`src/rtl/traffic_pkg.sv`:
```
// rtl/traffic_pkg.sv - shared light encodings, phase codes and round-robin helpers
package traffic_pkg;

  localparam logic [2:0] LIGHT_GREEN  = 3'b001;
  localparam logic [2:0] LIGHT_YELLOW = 3'b010;
  localparam logic [2:0] LIGHT_RED    = 3'b100;

  typedef enum logic [1:0] {
    PH_GREEN  = 2'b00,
    PH_YELLOW = 2'b01,
    PH_ALLRED = 2'b10
  } phase_e;

  function automatic int unsigned rr_inc(input int unsigned cur, input int unsigned n);
    return (cur + 32'd1 >= n) ? 32'd0 : cur + 32'd1;
  endfunction

  function automatic int max3(input int a, input int b, input int c);
    int m;
    m = (a > b) ? a : b;
    return (m > c) ? m : c;
  endfunction

endpackage

```
`src/rtl/traffic_phase_ctrl_rr_next_dir.sv`:
```
// rtl/traffic_phase_ctrl_rr_next_dir.sv - demand arbiter: first requesting approach after cur_dir
module rr_next_dir
  import traffic_pkg::*;
#(
  parameter int N_DIR = 4
) (
  input  logic [N_DIR-1:0]         req,
  input  logic [$clog2(N_DIR)-1:0] cur_dir,
  output logic [$clog2(N_DIR)-1:0] next_dir,
  output logic                     any_other
);

  localparam int DW = $clog2(N_DIR);

  logic [DW-1:0] idx;

  // Walk from the farthest offset down so the nearest requester after cur_dir wins;
  // offset N_DIR lands on cur_dir itself, giving it lowest priority.
  always_comb begin
    next_dir  = DW'(rr_inc(int'(cur_dir), N_DIR));
    any_other = 1'b0;
    idx       = '0;
    for (int k = N_DIR; k >= 1; k--) begin
      idx = DW'((int'(cur_dir) + k) % N_DIR);
      if (req[idx]) next_dir = idx;
    end
    for (int i = 0; i < N_DIR; i++) begin
      if (req[i] && (DW'(i) != cur_dir)) any_other = 1'b1;
    end
  end

endmodule

```
`src/rtl/traffic_phase_ctrl.sv`:
```
// rtl/traffic_phase_ctrl.sv - green/yellow/all-red phase sequencer with actuation and preemption
module traffic_phase_ctrl
  import traffic_pkg::*;
#(
  parameter int N_DIR      = 4,
  parameter int GREEN_CYC  = 8,
  parameter int YELLOW_CYC = 4,
  parameter int ALLRED_CYC = 1
) (
  input  logic                     clk,
  input  logic                     rst_a,
  input  logic                     mode,
  input  logic [N_DIR-1:0]         req,
  input  logic                     emer,
  input  logic [$clog2(N_DIR)-1:0] emer_dir,
  output logic [3*N_DIR-1:0]       lights,
  output logic [$clog2(N_DIR)-1:0] cur_dir,
  output logic [1:0]               phase
);

  localparam int DW = $clog2(N_DIR);
  localparam int CW = $clog2(max3(GREEN_CYC, YELLOW_CYC, ALLRED_CYC) + 1);
  localparam logic [CW-1:0] G_LAST = CW'(GREEN_CYC - 1);
  localparam logic [CW-1:0] Y_LAST = CW'(YELLOW_CYC - 1);
  localparam logic [CW-1:0] A_LAST = CW'(ALLRED_CYC - 1);

  phase_e             phase_q, phase_d;
  logic [DW-1:0]      dir_q, dir_d;
  logic [CW-1:0]      cnt_q, cnt_d;
  logic [3*N_DIR-1:0] lights_q, lights_d;
  logic [DW-1:0]      rr_dir;
  logic               any_other;
  logic               emer_v;
  logic               g_done;

  rr_next_dir #(.N_DIR(N_DIR)) u_rr (
    .req       (req),
    .cur_dir   (dir_q),
    .next_dir  (rr_dir),
    .any_other (any_other)
  );

  assign emer_v = emer && (int'(emer_dir) < N_DIR);
  assign g_done = (cnt_q >= G_LAST);

  // The green counter saturates at G_LAST so a held green resumes with dwell already met.
  always_comb begin
    phase_d = phase_q;
    dir_d   = dir_q;
    cnt_d   = cnt_q;
    unique case (phase_q)
      PH_GREEN: begin
        if (!g_done) cnt_d = cnt_q + 1'b1;
        if (emer_v && (emer_dir != dir_q)) begin
          phase_d = PH_YELLOW;
          cnt_d   = '0;
        end else if (!emer_v && g_done && (!mode || any_other)) begin
          phase_d = PH_YELLOW;
          cnt_d   = '0;
        end
      end
      PH_YELLOW: begin
        if (cnt_q == Y_LAST) begin
          phase_d = PH_ALLRED;
          cnt_d   = '0;
        end else begin
          cnt_d = cnt_q + 1'b1;
        end
      end
      PH_ALLRED: begin
        if (cnt_q == A_LAST) begin
          phase_d = PH_GREEN;
          cnt_d   = '0;
          if (emer_v)    dir_d = emer_dir;
          else if (mode) dir_d = rr_dir;
          else           dir_d = DW'(rr_inc(int'(dir_q), N_DIR));
        end else begin
          cnt_d = cnt_q + 1'b1;
        end
      end
      default: begin
        phase_d = PH_GREEN;
        cnt_d   = '0;
      end
    endcase
  end

  always_comb begin
    lights_d = '0;
    for (int i = 0; i < N_DIR; i++) begin
      if ((phase_d == PH_GREEN) && (dir_d == DW'(i)))       lights_d[3*i +: 3] = LIGHT_GREEN;
      else if ((phase_d == PH_YELLOW) && (dir_d == DW'(i))) lights_d[3*i +: 3] = LIGHT_YELLOW;
      else                                                  lights_d[3*i +: 3] = LIGHT_RED;
    end
  end

  always_ff @(posedge clk) begin
    if (!rst_a) begin
      phase_q  <= PH_GREEN;
      dir_q    <= '0;
      cnt_q    <= '0;
      lights_q <= {{(N_DIR-1){LIGHT_RED}}, LIGHT_GREEN};
    end else begin
      phase_q  <= phase_d;
      dir_q    <= dir_d;
      cnt_q    <= cnt_d;
      lights_q <= lights_d;
    end
  end

  assign lights  = lights_q;
  assign cur_dir = dir_q;
  assign phase   = phase_q;

endmodule

```
`config.mk`:
```
export PLATFORM = sky130hd
export DESIGN_NAME = traffic_phase_ctrl
export DESIGN_NICKNAME = d
export VERILOG_FILES = /design/src/rtl/traffic_pkg.sv /design/src/rtl/traffic_phase_ctrl_rr_next_dir.sv /design/src/rtl/traffic_phase_ctrl.sv
export SDC_FILE = /design/constraint.sdc
export NUM_CORES = 1
export LEC_CHECK = 0
export BUFFER_PORTS_ARGS = -buffer_cell sky130_fd_sc_hd__clkbuf_2
export CAP_MARGIN = 40
export CORE_UTILIZATION = 48
export DETAILED_ROUTE_END_ITERATION = 10
export PLACE_DENSITY = 0.8
export SLEW_MARGIN = 20
export SYNTH_ARGS = -nofsm -noshare
export SYNTH_HDL_FRONTEND = slang
export SYNTH_HIERARCHICAL = 1
export SYNTH_SLANG_ARGS = --single-unit
```
`constraint.sdc`:
```
create_clock -name clk -period 2.7 [get_ports clk]
set_input_delay 0.405 -clock clk [delete_from_list [all_inputs] [get_ports clk]]
set_output_delay 0.405 -clock clk [all_outputs]
set_load 0.05 [all_outputs]
```
==> run metrics, run 1 <==
status finished, final reports clean; Peak VDD IR roughly 0.6 mV; Netlist Area Pre-Place roughly 1300 um2; vias between 1000 and 1500; Max Clock Freq roughly 0.4 GHz; ANT nets after route 0; maxcap violations 0; post-place setup slack between 0.2 and 0.25 ns; Setup crit start kind register; Yosys reg bits 20; FF-to-FF End lights[7]; Top FF cell, synth dfxtp_1; postcts setup bufs 0; share of cells above drive strength 1 0.309; Die Wd between 50 and 60 um; final core occ 0.580; total global routing overflow 0; cts repair resizes 0; Mapped Cells between 100 and 150; Met2 Wirelength about 1300 um; FFs w/ async S/R, synth 0; area of the multi-input gates roughly 770 um2; CORE AREA around 2500 um2; Initial Util 0.506; Setup CP Type reg2reg; Worst-Skew Late Latency around 0.3 ns; largest net degree at the start of global routing 15; GPL Wtd Cong about 0.8; register share of total power 0.464; WL met1 between 1000 and 1500 um; P per Cell Area between 400 and 500 nW/um2; Hold Path Sink lights[5]; Yosys warnings 6; Hold Startpoint rst_a; initial antenna violation count 0; Reg area 403 um2; top cells by area, synth dfxtp_1 (32%), ha_1 (6.0%), nor2_1 (4.5%), mux2i_1 (3.2%), inv_1 (3.0%); Switching Power approximately 170 uW; Post-DP HPWL roughly 2000 um; Worst-path clk slew ~0.11 ns; global-route wire length before repair around 4400 um; part of the Yosys area used for sequential elements 0.319; final setup vio count 0; fin area around 1400 um2; Internal between 500 and 600 uW; # DRC 0; EDFF count, synth 0; Mapped Avg Cell Area between 9 and 10 um2; Pre-antenna DRT Iters 4; met3 WL post-DR 180 um; Area growth syn-to-layout 14.6%; nets ~180; Post-Route WL approximately 2700 um; Fin Clk Skew roughly 0.0014 ns; # fillers 220; TNS Setup 0 ns; Cell variety after synth 53; WHS Path Cells 2; top-area cell type share of the netlist area 0.319; GR Util All Layers 0.214; RSZ-0062 raised after global routing no; nature of the critical path endpoint register; post-synth top area cell dfxtp_1; vias per std cell slightly below 6; Die Ht ~53 um; WHS roughly 0.42 ns; crit path max fanout 9; Comb power frac 0.177; Reg2Reg Setup Slack 0.20 ns; clk sinks 20; io pins 26; dpl cell area ~1400 um2; die area about 2800 um2; Critical Path RT between 2 and 3 ns; First DRT Iteration DRCs 25; vias in the first global route approximately 1000; CP arrival about 2.8 ns; Reg2Reg Launch Point cur_dir[0]; Slew Viols, Final 0; final worst slack just under 0.2 ns; Slew headroom 0.580; Antenna Cells 0; Slew @ Worst Pin 0.626 ns; final period utilization 0.927; Lkg Pwr ~0.61 nW; Clock Power Share 0.360; Fin. Hold Viols 0; CTS tree built; HP Class in2reg; Final Critical Period approximately 2.5 ns; CTS Hold Bufs 0; CTS HTree Levels 1; Synthesized Nets about 150; Site Rows 18; clk buf depth 2; wire per inst about 14 um; worst reg2reg path depth 10; max layer used met4; number of buffers added on ports 25; CTS buffer count 3; Sw Ratio 0.257; Clk Tree Root Cell clkbuf_4
-- power by group through the flow --
stage / combinational (mW) / clock, mW / sequential (mW)
floorplan: 0.0760 / 0 / 0.331
global placement: 0.115 / 0 / 0.318
detailed placement: 0.118 / 0 / 0.319
CTS: 0.118 / 0.247 / 0.312
global route: 0.130 / 0.258 / 0.314
finish: 0.119 / 0.242 / 0.312
-- cell type report --
type / instances / area share
multi-input combinational: 101 / 0.533
sequential: 20 / 0.280
timing repair buffer: 27 / 0.0976
inverter: 10 / 0.0261
tap: 30 / 0.0261
clock inverter: 1 / 0.0209
clock buffer: 3 / 0.0157
-- cell families after synthesis --
group / after synthesis / share of synthesized area
AOI/OAI and AO/OA: 35 / 0.228
xor gates and xnor gates: 2 / 0.0140
adders and majority gates: 6 / 0.0599
buffers and inverters: 16 / 0.0699
DFF: 20 / 0.319
muxes: 6 / 0.0499
and+or+nand+nor: 52 / 0.259
-- stage by stage --
stage                     power [mW]  std cells
after floorplan                0.407        137
after global placement         0.433        188
after detailed placement       0.437        188
after CTS                      0.677        192
after global routing           0.701        192
final                          0.674        192
-- cells in the mapped netlist (all sizes together), types with 2 or more instances --
library cell  instances
ha                    6
and2                  6
a21o                  2
nand3                 4
nor2b                 2
mux2                  2
buf                   6
or3b                  2
a21oi                 6
nand2b                3
nor4                  2
o21ai                 3
a22oi                 2
o2bb2ai               2
nor3                  5
xnor2                 2
nand2                 3
inv                  10
mux2i                 4
nor2                 16
o32a                  2
a221oi                2
o31ai                 3
a211oi                2
dfxtp                20
or2                   2
-- state kept, by name, indices dropped and copies added (netlist names) --
signal	flops
cnt_q	4
lights	12
cur_dir	2
phase	2
-- critical path: stages (launching register included) --
cell and delay [ns]:
dfxtp_2 0.34, inv_1 0.07, ha_1 0.41, mux2i_1 0.17, a221oi_1 0.33, a211oi_1 0.08, and2_1 0.17, o31a_1 0.22
mux2_2 0.34, nand3b_1 0.21, nor2_1 0.10
-- placed cells by master, fill, tap and decap left out, types with 4 or more instances in the layout --
cell / count
ha_1: 6
inv_1: 10
and2_1: 5
dfxtp_1: 18
nor3_1: 4
clkbuf_2: 25
mux2i_1: 4
nor2_1: 15
a21oi_1: 6
-- per-layer routing --
layer	GRT usage	vias up
li1	-	551
met1	0.280	519
met2	0.348	44
met3	0.0517	6
met4	0.0526	0
met5	0	-
-- how the worst max path moves through the flow --
stage / end / slack, ns / start
2_1_floorplan: lights[6] / 0.04 / cur_dir[0]
3_3_place_gp: lights[6] / 0.26 / cur_dir[0]
3_5_place_dp: lights[2] / 0.24 / cur_dir[0]
4_1_cts: lights[7] / 0.21 / cur_dir[0]
5_1_grt: lights[2] / 0.007 / cur_dir[0]
6_report: lights[7] / 0.20 / cur_dir[0]
(Power assumes the default switching activity.)
==> inputs of run 2 (changes only) <==
--- a/config.mk
+++ b/config.mk
@@ -5,11 +5,11 @@
 export SDC_FILE = /design/constraint.sdc
 export NUM_CORES = 1
 export LEC_CHECK = 0
-export BUFFER_PORTS_ARGS = -buffer_cell sky130_fd_sc_hd__clkbuf_2
+export BUFFER_PORTS_ARGS = -buffer_cell sky130_fd_sc_hd__buf_4
 export CAP_MARGIN = 40
-export CORE_UTILIZATION = 48
+export CORE_UTILIZATION = 30
 export DETAILED_ROUTE_END_ITERATION = 10
-export PLACE_DENSITY = 0.8
+export PLACE_DENSITY = 0.57
 export SLEW_MARGIN = 20
 export SYNTH_ARGS = -nofsm -noshare
 export SYNTH_HDL_FRONTEND = slang
==> run 2 against run 1 <==
Flip-flop and latch count unchanged. Design area up 7.6%. Combinational power increased by 4%. Sequential share of layout area down 2.0 points. Wire length grew 2.5%. Global-route usage fell by 8.1 points.
==> run metrics, run 2 (same netlist as run 1, synthesis figures left out) <==
Slew headroom 0.596 (+0.0163); Fin. Hold Viols 0 (unchanged); number of buffers added on ports 25 (unchanged); CP arrival 2.68 ns (-0.07 ns); First DRT Iteration DRCs 48 (+92%); final worst slack 0.210 ns (+0.0137 ns); largest net degree at the start of global routing 15 (unchanged); Comb power frac 0.169 (-0.008); most common cell after layout, fill and taps aside buf_4; final period utilization 0.922 (-0.00507); Final Power 733 uW (+8.7%); vias in the first global route 991 (-1.7%); GR Util All Layers 0.133 (-0.0809); Switching Power 178 uW (+2.5%); Worst-Skew Late Latency 0.26 ns (-0.04 ns); Area growth syn-to-layout 23.3%; total global routing overflow 0 (unchanged); Sw Ratio 0.243 (-0.0148); nature of the critical path endpoint register; Slew @ Worst Pin 0.601 ns (-0.0248 ns); Site Rows 23 (+5); crit path max fanout 9 (unchanged); Clock Power Share 0.405 (+0.045); Lkg Pwr 0.639 nW (+3.9%); vias per std cell 5.01 (-14%); ANT nets after route 0 (unchanged); Pre-antenna DRT Iters 6 (+2); Peak VDD IR 0.231 mV (-62%); HP Class in2reg; status finished, final reports clean; vias 1063 (-5.1%); Worst-path clk slew 0.08 ns (-0.03 ns); Post-DP HPWL 2100 um (+6.0%); register share of total power 0.425 (-0.039); Antenna Cells 0 (unchanged); Slew Viols, Final 0 (unchanged); Internal 555 uW (+11%); Clk Tree Root Cell clkbuf_8; RSZ-0062 raised after global routing no; die area 4440 um2 (+57%); wire per inst 12.9 um (-7.2%); Largest register FFs 12 (unchanged); clk sinks 20 (unchanged); postcts setup bufs 0 (unchanged); Post-Route WL 2730 um (+2.5%); share of cells above drive strength 1 0.315 (+0.00617); CTS buffer count 3 (unchanged); Initial Util 0.313 (-0.193); io pins 26 (unchanged); Setup crit start kind register; Fin Clk Skew 0.00488 ns (+0.00350 ns); initial antenna violation count 0 (unchanged); final setup vio count 0 (unchanged); GPL Wtd Cong 0.866 (+10%); # fillers 410 (+86%); Reg area 403 um2 (unchanged); most frequent cells in the layout buf_4 (27), dfxtp_1 (18), nor2_1 (15); post-place setup slack 0.152 ns (-0.0838 ns); # DRC 0 (unchanged); Die Ht 66.6 um (+25%); maxcap violations 0 (unchanged); Final Critical Period 2.49 ns (-0.0137 ns); TNS Setup 0 ns (unchanged); area of the multi-input gates 768 um2 (+0.33%); global-route wire length before repair 4520 um (+2.7%); CTS HTree Levels 1 (unchanged); P per Cell Area 474 nW/um2 (+1.0%); Setup CP Type reg2reg; nets 179 (unchanged); Max Clock Freq 0.402 GHz (+0.55%); CTS tree built; clk buf depth 2 (unchanged); CORE AREA 4000 um2 (+61%); Die Wd 66.6 um (+25%); Critical Path RT 2.89 ns (-0.06 ns)
[run 2: cell count changes in the layout (fill, tap and decap cells not counted), sizes merged]
cell,delta
clkbuf,-25
buf,+25
[run 2: path summary, 6_finish.rpt]
check             start  slack [ns]  cells after the start        end
min reg2reg    cnt_q[0]        0.54                      2   cnt_q[0]
min               rst_a        0.43                      2  lights[5]
max reg2reg  cur_dir[0]        0.21                     10  lights[7]
max          cur_dir[0]        0.21                     10  lights[7]
[run 2: per-layer routing]
layer / vias up / track usage / part of all wire
li1: 549 / - / -
met1: 498 / 0.153 / 0.44
met2: 16 / 0.239 / 0.53
met3: 0 / 0.0377 / 0.033
met4: 0 / 0.0319 / 0
met5: - / 0 / 0
[run 2: area by class of cell]
type	instances	share of cell area
multi-input combinational	101	0.497
sequential	20	0.261
timing repair buffer	27	0.131
tap	50	0.0405
clock buffer	3	0.0267
inverter	10	0.0243
clock inverter	1	0.0194
[run 2: what timing repair did]
item / CTS / global route
setup endpoints to repair: 0 / 3
gates resized for setup: 0 / 1
hold buffers: 0 / 0
[run 2: worst max-delay path: stages, from the launching register on]
cell      delay (ns)
dfxtp_2         0.33
inv_1           0.07
ha_2            0.42
mux2i_1         0.10
a221oi_1        0.35
a211oi_1        0.07
and2_1          0.17
o31a_1          0.23
mux2_2          0.34
nand3b_1        0.23
nor2_1          0.11
[run 2: power by group through the flow]
stage,registers [mW],clock network [mW],logic (mW)
6_report,0.312,0.297,0.124
5_1_grt,0.313,0.317,0.136
4_1_cts,0.312,0.304,0.125
3_5_place_dp,0.319,0,0.125
3_3_place_gp,0.318,0,0.123
2_1_floorplan,0.331,0,0.0760
[run 2: metrics by stage]
stage	util	instances	hold WS, ns	cell area [um2]
finish	0.386	212	0.432	1550
global route	0.386	212	0.431	1550
CTS	0.386	212	0.427	1540
detailed placement	0.368	208	0.526	1470
global placement	0.368	208	0.513	1470
floorplan	-	137	0.497	1260
==> inputs of run 3 (changes only) <==
--- a/config.mk
+++ b/config.mk
@@ -6,10 +6,10 @@
 export NUM_CORES = 1
 export LEC_CHECK = 0
 export BUFFER_PORTS_ARGS = -buffer_cell sky130_fd_sc_hd__buf_4
-export CAP_MARGIN = 40
-export CORE_UTILIZATION = 30
+export CAP_MARGIN = 0
+export CORE_UTILIZATION = 32
 export DETAILED_ROUTE_END_ITERATION = 10
-export PLACE_DENSITY = 0.57
+export PLACE_DENSITY = 0.59
 export SLEW_MARGIN = 20
 export SYNTH_ARGS = -nofsm -noshare
 export SYNTH_HDL_FRONTEND = slang
==> run 3 against run 2 <==
Cell count fell by 0.94%. Worst hold slack got worse by 0.0042 ns. Sequential share of layout area barely moved. Maximum frequency increased by 1.8%. Worst setup slack better by 0.043 ns.
==> run metrics, run 3 (same netlist as run 1, synthesis figures left out) <==
status finished, final reports clean; final period utilization 0.906 (-0.0159); Die Ht 64.6 um (-3.1%); Slew @ Worst Pin 0.560 ns (-0.0410 ns); Lkg Pwr 0.639 nW (unchanged); TNS Setup 0 ns (unchanged); Area growth syn-to-layout 23.1%; Clk Tree Root Cell clkbuf_8; CTS HTree Levels 1 (unchanged); clk buf depth 2 (unchanged); Die Wd 64.6 um (-3.1%); clk sinks 20 (unchanged); P per Cell Area 476 nW/um2 (+0.30%); Site Rows 22 (-4.3%); ANT nets after route 0 (unchanged); crit-path cells inv_1, ha_2, mux2i_1, a221oi_1, a211oi_1, and2_1, o31a_1, mux2_2, nand3b_1, nor2_1; Critical Path RT 2.90 ns (about the same); Fin. Hold Viols 0 (unchanged); RSZ-0062 raised after global routing no; maxcap violations 0 (unchanged); Post-DP HPWL 2060 um (-1.9%); WL met1 1210 um (+1.1%); CTS tree built; CP max stage cell ha_2; final core occ 0.415 (+0.0289); most common cell after layout, fill and taps aside buf_4; global-route wire length before repair 4640 um (+2.7%); initial antenna violation count 0 (unchanged); Slew Viols, Final 0 (unchanged); vias 1099 (+3.4%); Final Critical Period 2.45 ns (-0.0430 ns); wire per inst 12.7 um (-1.4%); CTS Hold Bufs 0 (unchanged); GPL Wtd Cong 0.785 (-9.3%); nature of the critical path endpoint register; met3 WL post-DR 77 um (-14%); number of buffers added on ports 25 (unchanged); Max Clock Freq 0.409 GHz (+1.8%); vias in the first global route 1067 (+7.7%); cts repair resizes 0 (unchanged); Initial Util 0.337 (+0.0240); Slew headroom 0.624 (+0.0275); Fin Clk Skew 0.00179 ns (-0.00309 ns); GR Util All Layers 0.139 (+0.00609); Met2 Wirelength 1360 um (-5.5%); final setup vio count 0 (unchanged); Worst-path clk slew 0.07 ns (about the same); postcts setup bufs 0 (unchanged); Setup CP Type reg2reg; Worst-Skew Late Latency 0.26 ns (about the same); Pre-antenna DRT Iters 4 (-2); most frequent cells in the layout buf_4 (27), dfxtp_1 (18), nor2_1 (15); Post-Route WL 2670 um (-2.3%); crit path max fanout 9 (unchanged); CTS buffer count 3 (unchanged); largest net degree at the start of global routing 15 (unchanged); # fillers 386 (-5.9%); # DRC 0 (unchanged); Antenna Cells 0 (unchanged); CORE AREA 3720 um2 (-7.1%); io pins 26 (unchanged); CP arrival 2.64 ns (-0.04 ns); share of cells above drive strength 1 0.315 (unchanged); max layer used met4; total global routing overflow 0 (unchanged); Peak VDD IR 0.277 mV (+20%); die area 4170 um2 (-6.1%); Largest register FFs 12 (unchanged); Setup crit start kind register; nets 179 (unchanged); vias per std cell 5.23 (+4.4%); CP peak stage delay 0.42 ns (about the same); HP Class in2reg; First DRT Iteration DRCs 60 (+25%)
run 3: routing by layer:
metal	global-route usage	up-vias
met5	0	-
met4	0.0333	0
li1	-	547
met2	0.249	22
met3	0.0352	2
met1	0.164	528
run 3: power breakdown:
part           total [mW]  internal (mW)  switching [mW]
clock network       0.295          0.198          0.0972
logic               0.127         0.0540          0.0725
registers           0.312          0.303         0.00869
run 3: cell type report:
class                   instances  area (um2)  share of cell area
clock buffers                   3        41.3              0.0268
clock inverters                 1        30.0              0.0195
inverters                      10        37.5              0.0243
multi-input cells             101         768               0.498
flip-flops and latches         20         403               0.261
well taps                      48        60.1              0.0389
repair buffers                 27         203               0.131
run 3: path summary, 6_finish.rpt:
check | from | end | slack (ns) | depth (start not counted)
worst min register to register | cnt_q[3] | cnt_q[3] | 0.57 | 2
worst min-delay path | rst_a | lights[5] | 0.43 | 2
worst max register to register | cur_dir[1] | lights[6] | 0.25 | 10
worst max-delay path | cur_dir[1] | lights[6] | 0.25 | 10
run 3: stage by stage:
step                cells  hold slack [ns]  cell area (um2)  total power [mW]  worst slack, ns
floorplan             137            0.497             1260             0.407           0.0414
global placement      206            0.512             1470             0.442            0.247
detailed placement    206            0.553             1470             0.445            0.203
CTS                   210            0.422             1540             0.743            0.184
global route          210            0.426             1540             0.770           0.0246
finish                210            0.428             1540             0.734            0.253
run 3: worst max-delay path, delay by kind of cell, from the launching register on:
family                     cells  cell delay, ns
DFF                            1            0.33
buffers and inverters          1            0.06
muxes                          2            0.44
AOI/OAI and AO/OA              3            0.63
and+or+nand+nor                3            0.49
adders and majority gates      1            0.42
